`config.mk`:
```
export PLATFORM = sky130hd
export DESIGN_NAME = fp_norm_round_pipe
export DESIGN_NICKNAME = d
export VERILOG_FILES = /design/src/rtl/fp_norm_round_pipe.sv
export SDC_FILE = /design/constraint.sdc
export NUM_CORES = 1
export LEC_CHECK = 0
export ABC_AREA = 1
export CAP_MARGIN = 20
export CORE_UTILIZATION = 58
export CTS_BUF_LIST = sky130_fd_sc_hd__clkbuf_16
export DETAILED_ROUTE_END_ITERATION = 8
export PLACE_DENSITY = 0.83
export SYNTH_ARGS = -nofsm -noshare
export SYNTH_HDL_FRONTEND = slang
export SYNTH_SLANG_ARGS = --single-unit
```
`constraint.sdc`:
```
create_clock -name clk -period 5.05 [get_ports clk]
set_input_delay 0.7575 -clock clk [delete_from_list [all_inputs] [get_ports clk]]
set_output_delay 0.7575 -clock clk [all_outputs]
set_load 0.02 [all_outputs]
```
`src/rtl/fp_norm_round_pipe.sv`:
```
// fp_norm_round_pipe
// Normalize / round-to-nearest-even / pack stage for the FP MAC result.
// This is a 3-stage valid/ready pipeline:
//   S1 registers the operands together with the leading-one index.
//   S2 renormalizes the magnitude and forms fraction, guard, sticky and the corrected exponent.
//   S3 rounds and packs the IEEE-style word.
// The optional status flags (out_ovf, out_unf, out_inx) exist only when
// FP_NORM_STATUS_EN is defined. out_result is identical in both builds.
module fp_norm_round_pipe #(
    parameter int sig_width = 23,
    parameter int ex_width  = 8
) (
    input  logic                          clk,
    input  logic                          rst_n,
    input  logic                          in_valid,
    output logic                          in_ready,
    input  logic                          in_sign,
    input  logic [ex_width+1:0]           in_exp,
    input  logic [3*sig_width+6:0]        in_mant,
    output logic                          out_valid,
    input  logic                          out_ready,
`ifdef FP_NORM_STATUS_EN
    output logic                          out_ovf,
    output logic                          out_unf,
    output logic                          out_inx,
`endif
    output logic [ex_width+sig_width:0]   out_result
);

    localparam int W  = 3*sig_width + 7;   // magnitude width
    localparam int R  = 2*sig_width;       // bit position carrying weight 2^0
    localparam int LW = $clog2(W);         // leading-one index width
    localparam int EW = ex_width + 3;      // wide signed exponent, never wraps
    localparam int FW = sig_width + 1;     // fraction plus rounding carry
    localparam int RW = 1 + ex_width + sig_width;

    localparam logic signed [EW-1:0] EXP_INF = EW'((2**ex_width) - 1);

    // ------------------------------------------------------------------
    // Handshake: a stage loads when its downstream is empty or advancing
    // ------------------------------------------------------------------
    logic v1_reg, v2_reg, v3_reg;
    logic en1, en2, en3;

    assign en3      = !v3_reg | out_ready;
    assign en2      = !v2_reg | en3;
    assign en1      = !v1_reg | en2;
    assign in_ready = en1;

    // Valid bits advance with their stage enables; reset empties the pipe
    always_ff @(posedge clk or negedge rst_n) begin
        if (!rst_n) begin
            v1_reg <= 1'b0;
            v2_reg <= 1'b0;
            v3_reg <= 1'b0;
        end else begin
            if (en1) v1_reg <= in_valid;
            if (en2) v2_reg <= v1_reg;
            if (en3) v3_reg <= v2_reg;
        end
    end

    // ------------------------------------------------------------------
    // S1: leading-one detect on the incoming magnitude
    // ------------------------------------------------------------------
    logic [LW-1:0] lead_next;
    logic          zero_next;

    // Highest set bit wins; index is 0 for a zero magnitude (flagged separately)
    always_comb begin
        lead_next = '0;
        for (int i = 0; i < W; i++) begin
            if (in_mant[i]) lead_next = LW'(i);
        end
        zero_next = (in_mant == '0);
    end

    logic                 s1_sign_reg;
    logic [ex_width+1:0]  s1_exp_reg;
    logic [W-1:0]         s1_mant_reg;
    logic [LW-1:0]        s1_lead_reg;
    logic                 s1_zero_reg;

    // S1 data capture (no reset: qualified by v1_reg)
    always_ff @(posedge clk) begin
        if (en1 && in_valid) begin
            s1_sign_reg <= in_sign;
            s1_exp_reg  <= in_exp;
            s1_mant_reg <= in_mant;
            s1_lead_reg <= lead_next;
            s1_zero_reg <= zero_next;
        end
    end

    // ------------------------------------------------------------------
    // S2: renormalize so the leading one sits at bit W-1 (then dropped)
    // ------------------------------------------------------------------
    logic [LW-1:0]          sh_amt;
    logic [W-2:0]           mant_norm;
    logic [sig_width-1:0]   frac_next;
    logic                   guard_next;
    logic                   sticky_next;
    logic [EW-1:0]          ep_next;

    // Shift, split into fraction/guard/sticky, and rebase the exponent to L
    always_comb begin
        sh_amt      = LW'(W-1) - s1_lead_reg;
        mant_norm   = (W-1)'(s1_mant_reg << sh_amt);
        frac_next   = mant_norm[W-2 -: sig_width];
        guard_next  = mant_norm[W-2-sig_width];
        sticky_next = |mant_norm[W-3-sig_width:0];
        ep_next     = {s1_exp_reg[ex_width+1], s1_exp_reg}
                      + EW'(s1_lead_reg) - EW'(R);
    end

    logic                   s2_sign_reg;
    logic                   s2_zero_reg;
    logic [sig_width-1:0]   s2_frac_reg;
    logic                   s2_guard_reg;
    logic                   s2_sticky_reg;
    logic [EW-1:0]          s2_ep_reg;

    // S2 data capture (no reset: qualified by v2_reg)
    always_ff @(posedge clk) begin
        if (en2 && v1_reg) begin
            s2_sign_reg   <= s1_sign_reg;
            s2_zero_reg   <= s1_zero_reg;
            s2_frac_reg   <= frac_next;
            s2_guard_reg  <= guard_next;
            s2_sticky_reg <= sticky_next;
            s2_ep_reg     <= ep_next;
        end
    end

    // ------------------------------------------------------------------
    // S3: round to nearest even, then pack with zero/inf/flush priority
    // ------------------------------------------------------------------
    logic                   round_up;
    logic [FW-1:0]          frac_sum;
    logic signed [EW-1:0]   ep_round;
    logic                   is_ovf;
    logic                   is_unf;
    logic [RW-1:0]          res_next;
`ifdef FP_NORM_STATUS_EN
    logic                   ovf_next;
    logic                   unf_next;
    logic                   inx_next;
`endif

    // Rounding carry bumps the exponent; over/underflow judged after rounding
    always_comb begin
        round_up = s2_guard_reg & (s2_sticky_reg | s2_frac_reg[0]);
        frac_sum = {1'b0, s2_frac_reg} + FW'(round_up);
        ep_round = s2_ep_reg + EW'(frac_sum[sig_width]);
        is_ovf   = (ep_round >= EXP_INF);
        is_unf   = ep_round[EW-1] | (ep_round == '0);

        res_next = {s2_sign_reg, ep_round[ex_width-1:0], frac_sum[sig_width-1:0]};
`ifdef FP_NORM_STATUS_EN
        ovf_next = 1'b0;
        unf_next = 1'b0;
        inx_next = s2_guard_reg | s2_sticky_reg;
`endif
        if (s2_zero_reg) begin
            res_next = {s2_sign_reg, {(RW-1){1'b0}}};
`ifdef FP_NORM_STATUS_EN
            inx_next = 1'b0;
`endif
        end else if (is_ovf) begin
            res_next = {s2_sign_reg, {ex_width{1'b1}}, {sig_width{1'b0}}};
`ifdef FP_NORM_STATUS_EN
            ovf_next = 1'b1;
            inx_next = 1'b1;
`endif
        end else if (is_unf) begin
            res_next = {s2_sign_reg, {(RW-1){1'b0}}};
`ifdef FP_NORM_STATUS_EN
            unf_next = 1'b1;
            inx_next = 1'b1;
`endif
        end
    end

    logic [RW-1:0] res_reg;

    // Output register; holds while stalled
    always_ff @(posedge clk or negedge rst_n) begin
        if (!rst_n) begin
            res_reg <= '0;
        end else if (en3 && v2_reg) begin
            res_reg <= res_next;
        end
    end

    assign out_valid  = v3_reg;
    assign out_result = v3_reg ? res_reg : '0;

`ifdef FP_NORM_STATUS_EN
    logic ovf_reg, unf_reg, inx_reg;

    // Status flags travel with the result word
    always_ff @(posedge clk or negedge rst_n) begin
        if (!rst_n) begin
            ovf_reg <= 1'b0;
            unf_reg <= 1'b0;
            inx_reg <= 1'b0;
        end else if (en3 && v2_reg) begin
            ovf_reg <= ovf_next;
            unf_reg <= unf_next;
            inx_reg <= inx_next;
        end
    end

    assign out_ovf = v3_reg & ovf_reg;
    assign out_unf = v3_reg & unf_reg;
    assign out_inx = v3_reg & inx_reg;
`endif

endmodule
```
==> results.yml <==
hold_path:
  hold_path_depth: 0
  hp-start: "s1_sign_reg"
  hp-class: "register to register"
die:
  die_area_um2: 21390
  fp.dieW_um: 146.3
  initial_core_util_pct: 59.46
  core_um2: 20300
  die_h_um: 146.3
  rows: 52
  io_pins: 125
pwr:
  seq_power_share_pct: 40.4
  ir_drop_mv: 0.2192
  leakage_nw: 6.622
  clkPwrFrac_pct: 28.2
  combPwrFrac_pct: 31.4
  switching_share_pct: 35.93
  switchingPower_mw: 1.642
  p_int_mw: 2.928
  power_density_nw_per_um2: 322.6
sta:
  finalCritPeriodShare_pct: 89.04
  hold_viol_final: 0
  setup_tns_ns: 0
  clock_skew_ns: 0.01376
  fin_ws_ns: 0.5536
  rsz0062_at_grt: "no"
  max_slew_margin_pct: 38.65
  worst_pin_slew_ns: 0.9202
  final_max_slew_viol_count: 0
  min_period_ns: 4.496
  finalSetupViolCount: 0
  fmax_mhz: 222.4
finish:
  fin_nets: 1876
  antenna_cells: 0
  drive_above_1_share_pct: 4.899
  final_cells: 2046
  syn2layout_area_growth_pct: 17.33
  fin_util_pct: 69.77
  largest_reg_flops: 75
cts:
  tritoncts: "built"
  ctsResizeCount: 0
  clock_tree.root_cell: "clkbuf_16"
  numCtsBuffers: 17
  clk_pin_slew_ns: 0.07
  clock-sinks: 167
  clkLatencyLatePin_ns: 0.43
  ctsHtreeMaxLevel: 4
  cts_hold_buf: 0
  cts_setup_buffers: 0
  cts_buffer_depth: 2
setup_path:
  start_kind: "register"
  r2r_cells: 30
  critPathTopFamily: "simple AND/OR/NAND/NOR gates"
  worst_path_largest_cell_delay_ns: 0.35
  path_class: "register to register"
  arrival_ns: 4.82
  cp_data_required_time_ns: 5.37
  cp_max_fo: 10
  worst_path_max_delay_cell: "edfxtp_1"
  endpoint_kind: "register"
  critical_path_depth: 30
  crit_path_start: "s2_frac_reg[0]"
  r2r_start: "s2_frac_reg[0]"
  crit_buf_inv: 3
global_routing:
  grt_pass1_wl_um: 48160
  first_global_vias: 10130
  antenna_found_initial: 0
  gr-total-overflow: 0
  grt_max_degree: 78
  grt_use_total_pct: 28.22
route:
  wl_per_cell_um: 14.51
  drtPass1Iterations: 5
  drt_iter0_markers: 953
  vias: 11160
  ant_nets: 0
  drc: 0
  finalWirelength_um: 29700
  via_per_inst: 5.452
synth:
  synth_area_leaders: "edfxtp_1, nand2_1, o21ai_0"
  synth_top_area_share_pct: 32.84
  syn-num-nets: 1795
  synth_seq_cells: 167
  synth_cell_types: 43
  ys_seq_area_share_pct: 40.10
  synth_top_flop_cell: "edfxtp_1"
  async_reset_ff_share_pct: 20.96
  avgSynthCellArea_um2: 7.176
  synth_warnings: 0
  netlist_instances: 1682
  synth_edf_count: 132
  yosys.area.top_type: "edfxtp_1"
  synth.cell_area_um2: 12070
run:
  maxCapViolCount: 0
placed_design:
  dp_worst_setup_slack_ns: 0.008015
  place_congestion: 0.9425
  place_hpwl_um: 23410
  dp_cells: 2014
  port_buffers: 124
status:
  outcome: "complete, no violations"
[power groups by stage]
stage          Clock [mW]  Combinational, mW  Sequential [mW]
6_report             1.29               1.43             1.85
4_1_cts              1.30               1.42             1.85
2_1_floorplan           0              0.973             1.83
3_5_place_dp            0               1.41             1.88
5_1_grt              1.36               1.59             1.88
3_3_place_gp            0               1.39             1.87
[metal layers]
metal  share of wire [%]  wire (um)  GRT usage (%)
met1                  44      12980          36.49
met4                 1.8        539          8.490
met5                   0          0              0
met3                 6.1       1819          4.875
met2                  48      14360          48.36
[cells in the mapped netlist (all sizes together) (5+ instances only)]
cell    count
a21oi      34
a22o        8
a31oi       8
a32o       10
buf        19
bufinv      9
clkbuf     66
dfrtp      35
edfxtp    132
ha         21
inv       191
mux2i      46
nand2     575
nand3      95
nand4      12
nor2      116
nor3       14
nor4        9
o211ai     10
o21ai     200
o22ai       5
o31ai       7
or2         9
xor2       21
[path summary, 6_finish.rpt]
kind / end / slack, ns
min in group asynchronous: res_reg[25] / 0.73
max in group asynchronous: res_reg[1] / 4.01
setup / recovery: res_reg[18] / 0.55
hold / removal: s2_sign_reg / 0.44
setup reg to reg: res_reg[18] / 0.55
hold reg to reg: s2_sign_reg / 0.44
[cell type report]
type	instances	area [um2]
Clock buffer	18	450.4
Clock inverter	14	136.4
Fill cell	1699	6137
Inverter	202	883.3
Multi-Input combinational cell	1228	6056
Sequential cell	167	4840
Tap cell	270	337.8
Timing Repair Buffer	147	1459
[worst register-to-register path, delay by kind of cell, from the launching register on]
family | cells | cell delay, ns
AND/OR/NAND/NOR | 21 | 2.52
buffers and inverters | 3 | 0.36
flip-flops | 1 | 0.35
AO/OA/AOI/OAI | 2 | 0.39
XOR/XNOR | 1 | 0.18
adder cells (fa/ha/maj) | 3 | 0.58
[placed cells by master, fill, tap and decap left out, drive strengths merged, types with 18 or more instances in the layout]
cell type and count:
ha 21, nand2 575, inv 199, clkbuf 18, dfrtp 35, edfxtp 132
buf 23, clkdlybuf4s50 116, nor2 116, a21oi 34, o21ai 200, mux2i 46
xor2 21, nand3 95
[metrics by stage]
step	area [um2]	power, mW	hold slack, ns
after detailed placement	13530	3.288	0.4246
after global routing	14160	4.825	0.4387
after CTS	14120	4.565	0.4410
after global placement	13530	3.262	0.4033
final	14160	4.569	0.4376
after floorplan	12070	2.807	0.4003
[cells by family after synthesis]
group / synth area share [%]
adders and majority gates: 2.343
muxes: 3.908
DFF: 40.10
AOI/OAI and AO/OA: 14.14
and+or+nand+nor: 27.75
xor gates and xnor gates: 1.814
buffers and inverters: 9.951
Note: power is estimated with default switching activity, not from simulation.
